==> src/rtl/cmd_uart_wrapper.sv <==
// UART command front end: receives two-byte commands over RX (8N1) and
// transmits single response bytes over TX. The RX and TX paths run independently.
module cmd_uart_wrapper #(
  parameter int BAUD_DIV = 2604
) (
  input  logic        clk,
  input  logic        rst_n,
  input  logic        RX,
  output logic        TX,
  output logic [15:0] cmd,
  output logic        cmd_rdy,
  input  logic        clr_cmd_rdy,
  input  logic [7:0]  resp,
  input  logic        send_resp,
  output logic        resp_sent
);

  localparam int CW = $clog2(BAUD_DIV + 1);
  localparam logic [CW-1:0] FULL_CNT = CW'(BAUD_DIV - 1);
  localparam logic [CW-1:0] HALF_CNT = CW'(BAUD_DIV / 2 - 1);

  typedef enum logic { RX_IDLE, RX_RECV } rx_state_t;
  typedef enum logic { TX_IDLE, TX_XMIT } tx_state_t;
  typedef enum logic { WAIT_HI, WAIT_LO } asm_state_t;

  // ---------------------------------------------------------------------------
  // RX synchronizer plus one extra stage for falling-edge detection
  // ---------------------------------------------------------------------------
  logic rx_meta, rx_sync, rx_prev;

  always_ff @(posedge clk or negedge rst_n) begin
    if (!rst_n) begin
      rx_meta <= 1'b1;
      rx_sync <= 1'b1;
      rx_prev <= 1'b1;
    end else begin
      // NOTE: sequential state uses non-blocking assignments so every flop
      // samples the pre-edge value of its source, making this a true shift chain.
      rx_meta <= RX;
      rx_sync <= rx_meta;
      rx_prev <= rx_sync;
    end
  end

  rx_state_t     rx_state;
  logic [CW-1:0] rx_cnt;
  logic [3:0]    rx_bits;
  logic [7:0]    rx_shift;
  logic          rx_rdy;
  logic          rx_start;

  assign rx_start = (rx_state == RX_IDLE) && rx_prev && !rx_sync;

  // ---------------------------------------------------------------------------
  // RX engine: first sample mid start bit, then one sample per bit period.
  // Sample 0 is the start bit, samples 1..8 are data (LSB first), 9 is the stop bit.
  // ---------------------------------------------------------------------------
  always_ff @(posedge clk or negedge rst_n) begin
    if (!rst_n) begin
      rx_state <= RX_IDLE;
      rx_cnt   <= '0;
      rx_bits  <= '0;
      rx_shift <= '0;
      rx_rdy   <= 1'b0;
    end else begin
      rx_rdy <= 1'b0;
      case (rx_state)
        RX_IDLE: begin
          if (rx_start) begin
            rx_state <= RX_RECV;
            rx_cnt   <= HALF_CNT;
            rx_bits  <= '0;
          end
        end
        RX_RECV: begin
          if (rx_cnt == '0) begin
            rx_cnt <= FULL_CNT;
            if (rx_bits == 4'd9) begin
              // Stop bit is sampled for timing only; its value is not checked.
              rx_state <= RX_IDLE;
              rx_rdy   <= 1'b1;
            end else begin
              if (rx_bits != 4'd0)
                rx_shift <= {rx_sync, rx_shift[7:1]};
              rx_bits <= rx_bits + 4'd1;
            end
          end else begin
            rx_cnt <= rx_cnt - 1'b1;
          end
        end
        default: rx_state <= RX_IDLE;
      endcase
    end
  end

  // ---------------------------------------------------------------------------
  // Byte assembler: pairs received bytes into {high, low} commands.
  // ---------------------------------------------------------------------------
  asm_state_t asm_state;
  logic [7:0] hi_byte;
  logic       cmd_done;

  always_ff @(posedge clk or negedge rst_n) begin
    if (!rst_n) begin
      asm_state <= WAIT_HI;
      hi_byte   <= '0;
      cmd       <= '0;
      cmd_done  <= 1'b0;
      cmd_rdy   <= 1'b0;
    end else begin
      cmd_done <= 1'b0;
      case (asm_state)
        WAIT_HI: begin
          if (rx_rdy) begin
            hi_byte   <= rx_shift;
            asm_state <= WAIT_LO;
          end
        end
        WAIT_LO: begin
          if (rx_rdy) begin
            cmd       <= {hi_byte, rx_shift};
            cmd_done  <= 1'b1;
            asm_state <= WAIT_HI;
          end
        end
        default: asm_state <= WAIT_HI;
      endcase

      // A completing command beats a simultaneous acknowledge.
      if (cmd_done)
        cmd_rdy <= 1'b1;
      else if (clr_cmd_rdy || (rx_start && asm_state == WAIT_HI))
        cmd_rdy <= 1'b0;
    end
  end

  // ---------------------------------------------------------------------------
  // TX engine: 10-bit frame shifted out LSB first; ones shift in behind it so
  // the line rests high once the frame is gone.
  // ---------------------------------------------------------------------------
  tx_state_t     tx_state;
  logic [CW-1:0] tx_cnt;
  logic [3:0]    tx_bits;
  logic [9:0]    tx_shift;

  always_ff @(posedge clk or negedge rst_n) begin
    if (!rst_n) begin
      tx_state  <= TX_IDLE;
      tx_cnt    <= '0;
      tx_bits   <= '0;
      tx_shift  <= '1;
      resp_sent <= 1'b0;
    end else begin
      resp_sent <= 1'b0;
      case (tx_state)
        TX_IDLE: begin
          if (send_resp) begin
            tx_shift <= {1'b1, resp, 1'b0};
            tx_cnt   <= FULL_CNT;
            tx_bits  <= '0;
            tx_state <= TX_XMIT;
          end
        end
        TX_XMIT: begin
          if (tx_cnt == '0) begin
            tx_shift <= {1'b1, tx_shift[9:1]};
            tx_cnt   <= FULL_CNT;
            if (tx_bits == 4'd9) begin
              tx_state  <= TX_IDLE;
              resp_sent <= 1'b1;
            end else begin
              tx_bits <= tx_bits + 4'd1;
            end
          end else begin
            tx_cnt <= tx_cnt - 1'b1;
          end
        end
        default: tx_state <= TX_IDLE;
      endcase
    end
  end

  assign TX = tx_shift[0];

endmodule

==> config.mk <==
export PLATFORM = sky130hd
export DESIGN_NAME = cmd_uart_wrapper
export DESIGN_NICKNAME = d
export VERILOG_FILES = /design/src/rtl/cmd_uart_wrapper.sv
export SDC_FILE = /design/constraint.sdc
export NUM_CORES = 1
export LEC_CHECK = 0
export BUFFER_PORTS_ARGS = -buffer_cell sky130_fd_sc_hd__clkbuf_2
export CAP_MARGIN = 20
export CORE_ASPECT_RATIO = 0.75
export CORE_MARGIN = 5
export CORE_UTILIZATION = 30
export DETAILED_ROUTE_END_ITERATION = 16
export PLACE_DENSITY = 0.49
export SLEW_MARGIN = 20
export SYNTH_ARGS = -nofsm -noshare
export SYNTH_HDL_FRONTEND = slang
export SYNTH_SLANG_ARGS = --single-unit
==> constraint.sdc <==
create_clock -name clk -period 4.6 [get_ports clk]
set_input_delay 0.92 -clock clk [delete_from_list [all_inputs] [get_ports clk]]
set_output_delay 0.92 -clock clk [all_outputs]
set_load 0.05 [all_outputs]
[Word level (Yosys, flattened, before mapping)]
Cells that the tools add are included.
Cells by class
  $add $sub $neg: 4
  bitwise gates (word level): 4
  divide/modulo/power cells: 0
  shifts and indexed selects: 0
  magnitude comparators: 0
  $mul: 0
  reduce and logical (&&, ||, !) cells: 15
  muxes and demuxes: 37
  eq/ne operators: 8
Operator list (number)
  $mux 12: 4
  $pmux 12 s2: 2
  $logic_not 12->1: 2
  $mux 4: 6
  $sub 12x1->12 const B: 2
  $mux 10: 2
  $pmux 10 s2: 1
  $mux 1: 17
  $pmux 4 s2: 2
  $add 4x1->4 const B: 2
  $eq 4x4->1 const B: 2
  $ne 2x2->1 const B: 4
  $pmux 1 s2: 3
  $reduce_and 2->1: 3
  $reduce_and 3->1: 2
  $ne 2x1->1 const B: 2
  $not 1->1: 4
  $reduce_and 4->1: 1
  $reduce_bool 4->1: 1
  $logic_and 1x1->1: 3
  $reduce_bool 2->1: 1
  $logic_not 1->1: 1
  $logic_or 1x1->1: 1
Word-level totals
  bits in writable memories: 0
  logic and storage cells: 86
  register bits after elaboration: 84
  bits in read-only memories: 0
  memories: 0
  bits in latches: 0

[Logic depth before layout (Yosys ltp)]
Gate-level depths: netlist of the first run.
  depth after elaboration: 7
  mapped depth: 7
  gate-level depth less buffers: 6

[Worst setup path before layout of the first run]
Ideal clock, no wire load.
  path type: reg2reg
  start point: register tx_cnt[0]
  end point: register tx_cnt[8]
  data required time: 4.518 ns
  path buffers: 0
  slack: 2.615 ns
  period minus slack after synthesis: 1.985 ns
  library setup time: 0.082 ns
  arrival: 1.903 ns
  stages on the path, launching flop included: 7
  cell sequence: dfrtp_1 -> inv_1 -> ha_1 -> or3b_2 -> or3_1 -> or3_1 -> a31oi_1
Between the ends
  longest elaborated chain between the ends: 3
  elaborated cells between the ends (all ways): 4
  those cells by class: add/sub (1); mux (2); reduce/logical (1)
Ends and longest elaborated chain
  from (decl): line 142  | logic [CW-1:0] tx_cnt;
  from (signal assigned): line 175  | tx_cnt <= tx_cnt - 1'b1;
  $sub 12x1->12 or $logic_not 12->1 (tied branches): line 175, 165
  $mux 12 (*): line 165  | if (tx_cnt == '0) begin
  $pmux 12 s2 (*): line 155  | case (tx_state)
Mark *: on every way between the ends. The rest lies on a longest branch, timed or not.
A chain may end at the register's enable or synchronous reset.

[Worst setup path in the final report of the first run]
  start point: register rx_cnt[0]
  end point: register rx_shift[0]
Between the ends
  longest elaborated chain between the ends: 2
Ends and longest elaborated chain
  from (decl): line 46  | logic [CW-1:0] rx_cnt;
  from (signal assigned): line 88  | rx_cnt <= rx_cnt - 1'b1;
  $logic_not 12->1: line 76  | if (rx_cnt == '0) begin
  $reduce_and 4->1 (no source line)
  to (signal assigned): line 84  | rx_shift <= {rx_sync, rx_shift[7:1]};
  to (decl): line 48  | logic [7:0] rx_shift;
Every way passes these cells.

==> impl_results.md, run 1 <==
- Worst VDD drop: 0.2050 mV
- Post-synth top area cell: dfrtp_1
- Largest net degree at the start of global routing: 84
- Buf/Inv on CP: 1
- Endpoints failing hold: 0
- Num CTS Buffers: 9
- Top cell type's share of synthesized area: between 40% and 50%
- Seq/Total Area, Yosys: 53.25%
- Required @ worst endpoint: 4.83 ns
- Layout cells sized above 1: 32.34%
- Worst slew margin: between 40 and 50%
- All-Layer GR Usage: 10.82%
- HPWL after DPL: 5.203 mm
- Worst R2R Path Depth: 6
- CP startpoint: rx_cnt[0]
- Clock Path Buffers: 2
- Placed instance count: around 520
- Initial Util: 30.39%
- Crit Path Class: reg2reg
- Root buffer cell: clkbuf_16
- Initial antenna violation count: 0
- Async set-reset flop share out of synthesis: 100.0%
- Reg2reg end: rx_shift[0]
- Final Max Tran Viols: 0
- Fin area: roughly 4600 sq um
- Via-to-Cell Ratio: 4.976
- Final min period: 2.304 ns
- Gpl congestion: between 0.7 and 0.8
- Met2 Wirelength: 3.487 mm
- Worst setup EP type: flip-flop
- Die area: 15,510 sq um
- Met1 wire length: around 3.8 mm
- Layout Nets: just under 400
- Status: finished, final reports clean
- Max stage delay cell, worst path: nor2_2
- Setup WS post-layout: 2.296 ns
- CTS tree: built
- # rows: 36
- Syn avg cell area: ~12 sq um
- Post-CTS repair timing setup buffer count: 0
- Drt initial violations: 164
- Post-Syn Area: 3929 sq um
- # hold bufs at CTS: 0
- Hold_sp: rx_meta
- First-pass GRT wire length: 13.34 mm
- Non-Filler Instances: between 500 and 600
- Antenna diodes: 0
- Syn Nets: roughly 360
- Critical path, cell by cell: inv_1, ha_1, nor4b_2, nand3_1, nor2_2, mux2_2
- Total Negative Setup Slacks: 0 ns
- Synthesis warning total: 0
- Clock-pin transition on the worst setup and hold timing paths: roughly 0.070 ns
- Overall Power: 2.013 mW
- Metal3 WL: about 400 um
- Port buffer count: 31
- Max cap viols: 0
- Insertion delay of the later-clocked pin in the worst-skew pair: 0.34 ns
- Final WL: 7.834 mm
- Post-DRT Antenna Nets: 0
- Syn Inst Count: 333
- Hold Slack: around 0.36 ns
- # setup viols final: 0
- DRT Pass-1 Iters: 4
- Period utilization: 50.08%
- Per-cell routed wire length: 14.53 um
- Critical Path Fanout Max: 8
- Worst Hold Class: reg2reg
- Top Ports: 32
- Post-synth EDFFs: 0
- R2R Setup Slk: about 2.3 ns
- Hold EP: rx_sync
- P&R area growth vs syn: 16.05%
- Core ar.: roughly 13,000 sq um
- Fmax: around 430 MHz
- R2R Path Start: rx_cnt[0]
- Total grt overflow: 0
- CP startpoint kind: flip-flop
- Worst slack at placement: about 2.3 ns
- Post-synthesis sequential element count: 83
- Highest Signal Layer: met4
- Fin Clk Skew: 0.008430 ns
- H-Tree Level Count: 3
- Top-count cell post-synth: dfrtp_1
- Leak: 2.089 nW
- RSZ-0062 raised after global routing: no
- Number of remaining DRC errors: 0
- Vias: 2,682
- Vias in the first global route: 2,720
- Cell variety after synth: 52
- P per Cell Area: 441.4 nW/um^2
- Tightest Pin Transition: 0.7703 ns
- Die Wd: 142.1 um
- Top cells by count, synth: 71 x dfrtp_1, 41 x mux2_2, 27 x nand2_1, 14 x inv_1, 14 x o21ai_0
- Area contributors post-synth: dfrtp_1 45%, mux2_2 12%, dfstp_2 8.0%
- Hold depth: 0
- Crit-path max cell delay: roughly 0.42 ns
- Commonest register cell after synthesis: dfrtp_1
- Final core utilization: 35.27%
- Die Y: roughly 110 um
- Crit path DAT: 2.53 ns
- Clock sink count: 83
- # resized after CTS: 0
- Top Family by Delay on Critical Path: simple AND/OR/NAND/NOR gates
- Dpl cell area: 4260 sq um
==> sequential cells by signal, indices dropped and copies added (netlist names), 4 cells and up <==
register  flops
cmd          16
tx_shift      9
tx_cnt       12
rx_shift      8
hi_byte       8
rx_bits       4
tx_bits       4
rx_cnt       12
==> worst max path at each step <==
| stage | endpoint | slack, ns | cells after the start |
|---|---|---|---|
| floorplan | tx_cnt[8] | 2.61 | 6 |
| global placement | rx_shift[1] | 2.33 | 6 |
| detailed placement | rx_shift[1] | 2.28 | 6 |
| CTS | rx_shift[0] | 2.26 | 6 |
| global route | rx_shift[2] | 2.08 | 6 |
| finish | rx_shift[0] | 2.30 | 6 |
==> layer usage <==
layer	GRT usage (%)	vias to the layer above
met5	0	-
li1	-	1279
met3	3.814	9
met4	4.041	0
met1	14.53	1347
met2	16.09	47
==> area by class of cell <==
class / count / area (sq um)
sequential: 83 / 2092
clock inverter: 7 / 66.31
fill: 1279 / 8368
tap: 171 / 214.0
multi-input combinational: 220 / 1718
inverter: 14 / 52.55
timing repair buffer: 35 / 191.4
clock buffer: 9 / 225.2
==> logic make-up after synthesis <==
logic type | after synthesis | synth area share (%)
mux | 51 | 15.06
buf+inv | 30 | 3.121
flops | 83 | 53.25
fa+ha+maj | 11 | 3.503
compound gates | 57 | 10.00
xor+xnor | 6 | 1.338
simple gates | 95 | 13.73
==> power breakdown <==
| group | switching, mW | internal [mW] |
|---|---|---|
| registers | 0.128 | 0.848 |
| clock network | 0.324 | 0.381 |
| logic | 0.170 | 0.163 |
==> placed cells by master, fill, tap and decap left out, types with 3 or more instances in the layout <==
cell type and instances:
nand2_1 27, clkbuf_16 9, nand4_1 4, mux2i_1 4, nand3_1 8, nor4_1 4
mux2_4 6, a21oi_1 8, xnor2_1 5, o211ai_1 3, nor3_1 5, o21ai_0 14
a31oi_1 4, a2bb2oi_1 4, dfstp_2 12, dfrtp_1 71, nor2_1 12, o31ai_1 6
o311ai_0 3, or3_1 6, ha_1 11, clkbuf_2 30, mux2_2 41, inv_8 3
nand2b_1 4, a22o_1 3, buf_4 4, inv_1 14, or4_1 6
(Power assumes the default switching activity.)
==> run 2, diff against run 1 <==
clock period = 2.2 ns   (was 4.6 ns; I/O delays follow)
==> impl_results.md, run 2 (synthesis results as in run 1) <==
- Status: finished, final reports clean
- DRT Pass-1 Iters: 4
- Period utilization: between 90% and 100%
- Vias: approximately 2,700
- Antenna diodes: 0
- Most used cell, CP: or3_1
- Hold Slack: between 0.08 and 0.09 ns
- Number of remaining DRC errors: 0
- Gpl congestion: 0.7470
- All-Layer GR Usage: 10.96%
- Most common cell after layout, fill and taps aside: dfrtp_1
- Top Ports: 32
- Worst slack at placement: 0.1815 ns
- Max cap viols: 0
- Critical path, cell by cell: inv_1, ha_1, or3b_2, or3_1, or3_1, a31oi_1
- Placed instance count: 537
- Required @ worst endpoint: 2.46 ns
- RSZ-0062 raised after global routing: no
- Vias in the first global route: ~2,700
- FILL cells: roughly 1,300
- Tightest Pin Transition: 0.7092 ns
- Layout cells sized above 1: 34.55%
- Crit-path max cell delay: about 0.46 ns
- Leading registers by flop count: cmd (16), rx_cnt (12), tx_cnt (12)
- CTS tree: built
- Fin area: between 4000 and 5000 sq um
- Root buffer cell: clkbuf_16
- Clock-pin transition on the worst setup and hold timing paths: 0.07 ns
- Die Y: 109.1 um
- Post-CTS repair timing setup buffer count: 0
- Buf/Inv on CP: 1
- Die Wd: 142.1 um
- HPWL after DPL: 5.435 mm
- Fin Clk Skew: 0.008434 ns
- Biggest register: cmd
- Overall Power: ~4.3 mW
- Post-DRT Antenna Nets: 0
- Layout Nets: about 400
- Clock sink count: 83
- Insertion delay of the later-clocked pin in the worst-skew pair: 0.34 ns
- P&R area growth vs syn: 19.17%
- Worst VDD drop: 0.4240 mV
- Final WL: 7.835 mm
- Final core utilization: between 30% and 40%
- Via-to-Cell Ratio: 4.830
- Die area: between 15,000 and 20,000 sq um
- Num CTS Buffers: 9
- Fmax: just under 500 MHz
- Per-cell routed wire length: 14.17 um
- Core ar.: 12,930 sq um
- Setup WS post-layout: 0.1573 ns
- Largest register FFs: 16
- Worst Hold Class: in2async
- P per Cell Area: 916.8 nW/um^2
- Dpl cell area: between 4000 and 5000 sq um
- Critical Path Fanout Max: 4
- H-Tree Level Count: 3
- Max stage delay cell, worst path: or3b_2
- First-pass GRT wire length: 13.62 mm
- Final Max Tran Viols: 0
- # rows: 36
- Crit path DAT: 2.30 ns
- Top Family by Delay on Critical Path: simple AND/OR/NAND/NOR gates
- Multi-input gate area: between 1500 and 2000 sq um
- Largest net degree at the start of global routing: 44
- Crit Path Class: reg2reg
- Initial Util: a little under a third
- Final min period: 2.043 ns
- Total Negative Setup Slacks: 0 ns
- Total grt overflow: 0
- Register area: 2092 sq um
- Worst slew margin: 52.28%
- # hold bufs at CTS: 0
- Port buffer count: 31
- Commonest non-fill, non-tap cells in the layout: 71 x dfrtp_1, 41 x mux2_2, 30 x clkbuf_2
- # setup viols final: 0
- Worst setup EP type: flip-flop
- # resized after CTS: 0
- Clock Path Buffers: 2
- Non-Filler Instances: 553
- CP startpoint kind: flip-flop
- Drt initial violations: 130
- Initial antenna violation count: 0
- Endpoints failing hold: 0
- Leak: around 2.2 nW
-- run 2: changes by cell type in the layout (fill, tap and decap cells not counted), moves of 2 or more --
cell / before / now
clkinvlp_4: 2 / 0
inv_6: 2 / 4
buf_4: 4 / 18
inv_8: 3 / 0
-- run 2: area by class of cell --
cell class / count / share of cell area [%]
Timing Repair Buffer: 49 / 6.521
Clock inverter: 7 / 1.684
Tap cell: 171 / 4.570
Sequential cell: 83 / 44.68
Multi-Input combinational cell: 220 / 36.61
Inverter: 14 / 1.122
Clock buffer: 9 / 4.810
-- run 2: worst reg2reg max path, cell delays in order, from the launching register on --
cell	delay [ns]
dfrtp_1	0.40
inv_1	0.11
ha_1	0.19
or3b_2	0.46
or3_1	0.34
or3_1	0.31
a31oi_1	0.16
-- run 2: worst paths after layout --
kind,startpoint,end,slack (ns),cells after the start
worst max-delay path,tx_cnt[0],tx_cnt[8],0.16,6
worst max register to register,tx_cnt[0],tx_cnt[8],0.16,6
max in group asynchronous,rst_n,rx_sync,1.42,2
min in group clk,RX,rx_meta,0.19,1
worst min register to register,rx_meta,rx_sync,0.36,0
worst min-delay path,rst_n,rx_bits[0],0.09,1
-- run 2: power breakdown --
part | internal (mW) | switching [mW]
combinational | 0.365 | 0.357
sequential | 1.78 | 0.265
clock | 0.895 | 0.636
-- run 2: per-layer routing --
metal  global-route usage, %  vias to the layer above  share of wire, %  wire length (um)
met5                       0                        -                 0                 0
met4                   2.740                        0              0.61                48
met3                   3.376                        4               5.0               394
met2                   16.40                       49                44              3432
met1                   15.47                     1310                51              3960
li1                        -                     1308                 -                 -
